--- config.mk ---
export PLATFORM = sky130hd
export DESIGN_NAME = adc_volt_proc
export DESIGN_NICKNAME = d
export VERILOG_FILES = /design/src/rtl/adc_volt_proc.sv
export SDC_FILE = /design/constraint.sdc
export NUM_CORES = 1
export LEC_CHECK = 0
export ABC_AREA = 1
export CORE_UTILIZATION = 38
export CTS_CLUSTER_SIZE = 14
export DETAILED_ROUTE_END_ITERATION = 10
export PLACE_DENSITY_LB_ADDON = 0.12
export SLEW_MARGIN = 25
export SYNTH_ARGS = -nofsm -noshare
export SYNTH_HDL_FRONTEND = slang
export SYNTH_SLANG_ARGS = --single-unit
--- constraint.sdc ---
create_clock -name clk -period 3.3 [get_ports clk]
set_input_delay 0.495 -clock clk [delete_from_list [all_inputs] [get_ports clk]]
set_output_delay 0.495 -clock clk [all_outputs]
set_load 0.05 [all_outputs]
--- src/rtl/adc_volt_proc.sv ---
// adc_volt_proc: block-averages raw ADC bytes and scales the average to millivolts.
// Optional peak hold is enabled with `define PEAK_HOLD_EN (adds peak_clr / peak_mv).
module adc_volt_proc #(
    parameter int          AVG_SHIFT = 3,
    parameter logic [15:0] VREF_MV   = 16'd3300
) (
    input  logic        clk,
    input  logic        rst_n,
    input  logic [7:0]  ad_data,
    input  logic        ad_valid,
    output logic [19:0] num,
    output logic        num_valid,
`ifdef PEAK_HOLD_EN
    input  logic        peak_clr,
    output logic [19:0] peak_mv,
`endif
    output logic        ovr
);

    localparam int AW = 8 + AVG_SHIFT;
    localparam int CW = (AVG_SHIFT > 0) ? AVG_SHIFT : 1;
    localparam logic [CW-1:0] CNT_LAST = CW'((1 << AVG_SHIFT) - 1);

    typedef enum logic [1:0] {
        IDLE,
        MUL,
        DONE
    } state_t;

    state_t state, state_nxt;

    logic [AW-1:0] acc;
    logic [AW-1:0] acc_sum;
    logic [CW-1:0] cnt;
    logic          blk_end;
    logic          blk_rdy;
    logic [7:0]    blk_avg;
    logic [7:0]    avg;
    logic [2:0]    mul_cnt;
    logic [23:0]   prod;
    logic [23:0]   addend;
    logic [19:0]   num_new;

    assign acc_sum = acc + AW'(ad_data);
    assign blk_end = ad_valid && (cnt == CNT_LAST);
    assign addend  = avg[mul_cnt] ? (24'(VREF_MV) << mul_cnt) : 24'd0;
    assign num_new = {4'd0, prod[23:8]};

    // Accumulator keeps running in every state; a finished block is
    // staged for one cycle so the FSM sees it as a single-cycle request.
    always_ff @(posedge clk or negedge rst_n) begin
        if (!rst_n) begin
            acc     <= '0;
            cnt     <= '0;
            blk_rdy <= 1'b0;
            blk_avg <= 8'd0;
        end else begin
            blk_rdy <= blk_end;
            if (blk_end) begin
                acc     <= '0;
                cnt     <= '0;
                blk_avg <= 8'(acc_sum >> AVG_SHIFT);
            end else if (ad_valid) begin
                acc <= acc_sum;
                cnt <= cnt + 1'b1;
            end
        end
    end

    always_ff @(posedge clk or negedge rst_n) begin
        if (!rst_n) begin
            state <= IDLE;
        end else begin
            state <= state_nxt;
        end
    end

    always_comb begin
        state_nxt = state;
        unique case (state)
            IDLE:    if (blk_rdy) state_nxt = MUL;
            MUL:     if (mul_cnt == 3'd7) state_nxt = DONE;
            DONE:    state_nxt = IDLE;
            default: state_nxt = IDLE;
        endcase
    end

    always_ff @(posedge clk or negedge rst_n) begin
        if (!rst_n) begin
            avg       <= 8'd0;
            prod      <= 24'd0;
            mul_cnt   <= 3'd0;
            num       <= 20'd0;
            num_valid <= 1'b0;
            ovr       <= 1'b0;
        end else begin
            num_valid <= 1'b0;
            if (blk_rdy && (state != IDLE)) begin
                ovr <= 1'b1;
            end
            unique case (state)
                IDLE: begin
                    if (blk_rdy) begin
                        avg     <= blk_avg;
                        prod    <= 24'd0;
                        mul_cnt <= 3'd0;
                    end
                end
                MUL: begin
                    prod    <= prod + addend;
                    mul_cnt <= mul_cnt + 3'd1;
                end
                DONE: begin
                    num       <= num_new;
                    num_valid <= 1'b1;
                end
                default: ;
            endcase
        end
    end

`ifdef PEAK_HOLD_EN
    // A clear coinciding with DONE restarts the peak at the new value.
    always_ff @(posedge clk or negedge rst_n) begin
        if (!rst_n) begin
            peak_mv <= 20'd0;
        end else if (state == DONE) begin
            if (peak_clr || (num_new > peak_mv)) begin
                peak_mv <= num_new;
            end
        end else if (peak_clr) begin
            peak_mv <= 20'd0;
        end
    end
`endif

endmodule

==> impl_results.md <==
* Result of the run: finished clean
* Relative max-transition margin at 52.12%
* Depth of the worst register-to-register path at 19
* Port buffer count at 28
* Number of antenna violations at the first check in global routing at 0
* Fraction of power spent switching nets at 45.83%
* Ant. Diodes at 0
* Critical path arrival at 3.19 ns
* Fin Setup TNS at 0 ns
* Clock insertion delay at the later pin of the skew report at 0.34 ns
* Area of the placeable core at 12720 um2
* Share of layout cells above drive strength 1 at 8.169%
* Combinational fraction of design power at 50.2%
* DRC violation count after routing at 0
* Stage delay of the slowest cell on the critical path at 0.46 ns
* I/O Pins at 33
* Area growth syn-to-layout at 14.84%
* Via count of the routed design at 4243
* Total congestion overflow at 0
* CTS Sinks at 76
* Category of the most critical setup path: reg -> reg
* # resized after CTS at 0
* Final RePlAce weighted congestion at 0.9344
* Buffers and inverters on the worst path at 3
* Number of max-cap violations at 0
* Detail Route Antenna Nets at 0
* Final setup skew at 0.01159 ns
* Height of the die at 116.5 um
* Asr flop ratio synth at 100.0%
* Minimum clock period after layout at 2.951 ns
* Buffer count from post-CTS setup fixing at 0
* First-pass DRT Iterations at 4
* Clock H-tree levels at 3
* Final hold slack at 0.1694 ns
* Tightest Pin Transition at 0.7182 ns
* Cell class contributing the biggest share of worst-path delay: simple AND/OR/NAND/NOR gates
* Clk pin slew, worst setup/hold paths at 0.07 ns
* Starting density of the core at 39.17%
* Predominant post-synthesis flop cell: sky130_fd_sc_hd__dfrtp_1
* Final routed wirelength across all metal layers at 12.30 mm
* Post-detailed-route wirelength per cell at 13.95 um
* Die width at 116.5 um
* Total power at 5.112 mW
* Endpoint type of the worst setup path: flip-flop
* Critical path's slowest cell: sky130_fd_sc_hd__dfrtp_1
* Internal power of the cells at 2.769 mW
* RR Endpoint: prod[18]
* Synthesized netlist cell count at 676
* Hold Violations, Final at 0
* Total routing usage reported by global routing at 19.82%
* Number of failing setup endpoints in the final timing report at 0
* Sw power at 2.343 mW
* Setup repair after global routing missed its margin: no
* Fraction of power consumed by the clock network at 21.3%
* Proportion of power drawn by flip-flops and latches at 28.5%
* Total power divided by cell area at 893.3 nW/um2
* Cell chosen for the clock root: sky130_fd_sc_hd__clkbuf_16
* Pin count of the biggest net entering global routing at 77
* Average via count per standard cell at 4.811
* Die area at 13580 um2
* Global-route wire length before repair at 20.55 mm
* Number of nets in the final layout at 752
* Worst slack at placement at 0.3531 ns
* Static leakage power at 3.083 nW
* Post-synth EDFFs at 0
* Req. time, crit path at 3.54 ns
* TritonCTS clock tree: done
* Cell-by-cell listing of the critical path: inv_1, or2_0, o2111ai_2, nand4_1, nand2_1, nor2_1, ha_1, inv_1, fa_1, inv_1, nand2_1, o21ai_2, nand2_1, nand2_1, nand2_1, nand2_1, nand2_1, nand3_1, nand2_1
* Reg-to-reg startpoint: mul_cnt[0]
* Drt first-iter violations at 172
* Number of distinct library cells after synthesis at 47
* Placed insts at 866
* Final critical-path share of the clock period at 89.43%
* Type of the most critical hold path: in -> async
* Reg2Reg Setup Slack at 0.35 ns
* Element type at the critical path start: flip-flop
* Core Rows at 41
* Total clock buffers created by CTS at 9
* Mapped Avg Cell Area at 7.372 um2
* Flip-flop and latch count after synthesis at 76
* Hold buffer count at CTS at 0
* Worst Setup Slack, final at 0.3488 ns
* Half-perimeter wire length after detailed placement at 9.373 mm
* Area of the mapped netlist at 4984 um2
* Via count of the first global-routing pass at 4226
* Final standard cell count with taps included and fillers excluded at 882
* Dominant cell type by count on the critical path: sky130_fd_sc_hd__nand2_1
* Final count of pins violating max slew at 0
* Fmax at 338.9 MHz
* Critical Path Fanout Max at 7
* VDD IR-drop max at 0.0005652 V
* Warning count from the yosys run at 0
* Maximum number of buffers from clock root to sink at 2
* Seq/Total Area, Yosys at 38.16%
-- layer usage --
layer | track usage [%] | up-vias | wire [um]
met4 | 5.897 | 0 | 189
li1 | - | 2196 | -
met1 | 26.60 | 1978 | 6003
met3 | 3.425 | 11 | 383
met2 | 32.58 | 58 | 5728
met5 | 0 | - | 0
-- cell type report --
class	count	area, um2
fillers	1370	6999
multi-input cells	508	2681
flip-flops and latches	76	1902
repair buffers	31	304.0
inverters	79	296.5
clock buffers	9	225.2
well taps	172	215.2
clock inverters	7	98.84
-- cells by family after synthesis --
kind of cell	share of synthesized area, %
AOI/OAI and AO/OA	10.57
and+or+nand+nor	32.71
other	0.07525
xor gates and xnor gates	0.8789
adders and majority gates	9.340
buffers and inverters	8.260
DFF	38.16
-- flip-flops by register name (all words and copies together), names as in the netlist --
name / flops
acc: 11
avg: 8
blk_avg: 8
blk_rdy: 1
cnt: 3
mul_cnt: 3
num: 16
num_valid: 1
ovr: 1
prod: 22
state: 2
-- layout by cell type (no fill, tap or decap), types with 4 or more instances in the layout --
cell	netlist	layout
sky130_fd_sc_hd__nand3b_1	5	5
sky130_fd_sc_hd__o21ai_0	34	34
sky130_fd_sc_hd__dfrtp_1	76	76
sky130_fd_sc_hd__ha_1	34	34
sky130_fd_sc_hd__nor2_4	4	4
sky130_fd_sc_hd__nor2_1	51	51
sky130_fd_sc_hd__a22o_1	4	4
sky130_fd_sc_hd__inv_2	4	4
sky130_fd_sc_hd__nand2_2	9	9
sky130_fd_sc_hd__inv_1	75	75
sky130_fd_sc_hd__nand4_1	4	4
sky130_fd_sc_hd__clkbuf_16	0	9
sky130_fd_sc_hd__conb_1	1	4
sky130_fd_sc_hd__o21ai_1	6	6
sky130_fd_sc_hd__nand3_1	33	33
sky130_fd_sc_hd__clkdlybuf4s50_1	0	27
sky130_fd_sc_hd__nand2_1	251	251
sky130_fd_sc_hd__a21oi_1	24	24
-- through the flow --
stage               cell area, um2  util, %
finish                        5723    44.98
global placement              5395    42.41
global route                  5723    44.98
detailed placement            5395    42.41
CTS                           5719    44.95
floorplan                     4995        -
-- power groups by stage --
stage               sequential, mW  combinational [mW]  clock [mW]
floorplan                     1.54                1.85           0
global placement              1.47                2.54           0
detailed placement            1.48                2.56           0
CTS                           1.46                2.58        1.11
global route                  1.50                2.91        1.14
finish                        1.46                2.57        1.09
-- how the worst max path moves through the flow --
stage	endpoint	slack, ns	from	depth (start not counted)
2_1_floorplan	prod[14]	0.71	mul_cnt[2]	20
3_3_place_gp	prod[18]	0.47	mul_cnt[0]	19
3_5_place_dp	prod[14]	0.35	mul_cnt[0]	19
4_1_cts	prod[14]	0.33	mul_cnt[0]	19
5_1_grt	prod[14]	0.09	mul_cnt[0]	19
6_report	prod[18]	0.35	mul_cnt[0]	19
-- cell usage after synthesis, types with 3 or more instances --
| master | count | area share [%] |
|---|---|---|
| sky130_fd_sc_hd__nor2_2 | 3 | 0.38 |
| sky130_fd_sc_hd__xnor2_1 | 3 | 0.53 |
| sky130_fd_sc_hd__clkbuf_1 | 4 | 0.30 |
| sky130_fd_sc_hd__nand3_1 | 33 | 3.3 |
| sky130_fd_sc_hd__buf_4 | 6 | 0.90 |
| sky130_fd_sc_hd__o21ai_0 | 34 | 3.4 |
| sky130_fd_sc_hd__o21ai_2 | 3 | 0.53 |
| sky130_fd_sc_hd__ha_1 | 34 | 8.5 |
| sky130_fd_sc_hd__a22o_1 | 4 | 0.70 |
| sky130_fd_sc_hd__dfrtp_1 | 76 | 38 |
| sky130_fd_sc_hd__nor3_1 | 3 | 0.30 |
| sky130_fd_sc_hd__inv_1 | 75 | 5.6 |
| sky130_fd_sc_hd__a211oi_2 | 3 | 0.75 |
| sky130_fd_sc_hd__o21ai_1 | 6 | 0.60 |
| sky130_fd_sc_hd__nand2_2 | 9 | 1.1 |
| sky130_fd_sc_hd__nor2_4 | 4 | 0.90 |
| sky130_fd_sc_hd__buf_6 | 4 | 0.90 |
| sky130_fd_sc_hd__nor2_1 | 51 | 3.8 |
| sky130_fd_sc_hd__a21oi_1 | 24 | 2.4 |
| sky130_fd_sc_hd__inv_2 | 4 | 0.30 |
| sky130_fd_sc_hd__nand3b_1 | 5 | 0.75 |
| sky130_fd_sc_hd__nand4_1 | 4 | 0.50 |
| sky130_fd_sc_hd__o21bai_1 | 3 | 0.45 |
| sky130_fd_sc_hd__nand2_1 | 251 | 19 |
Power figures use the tool's default switching activity.
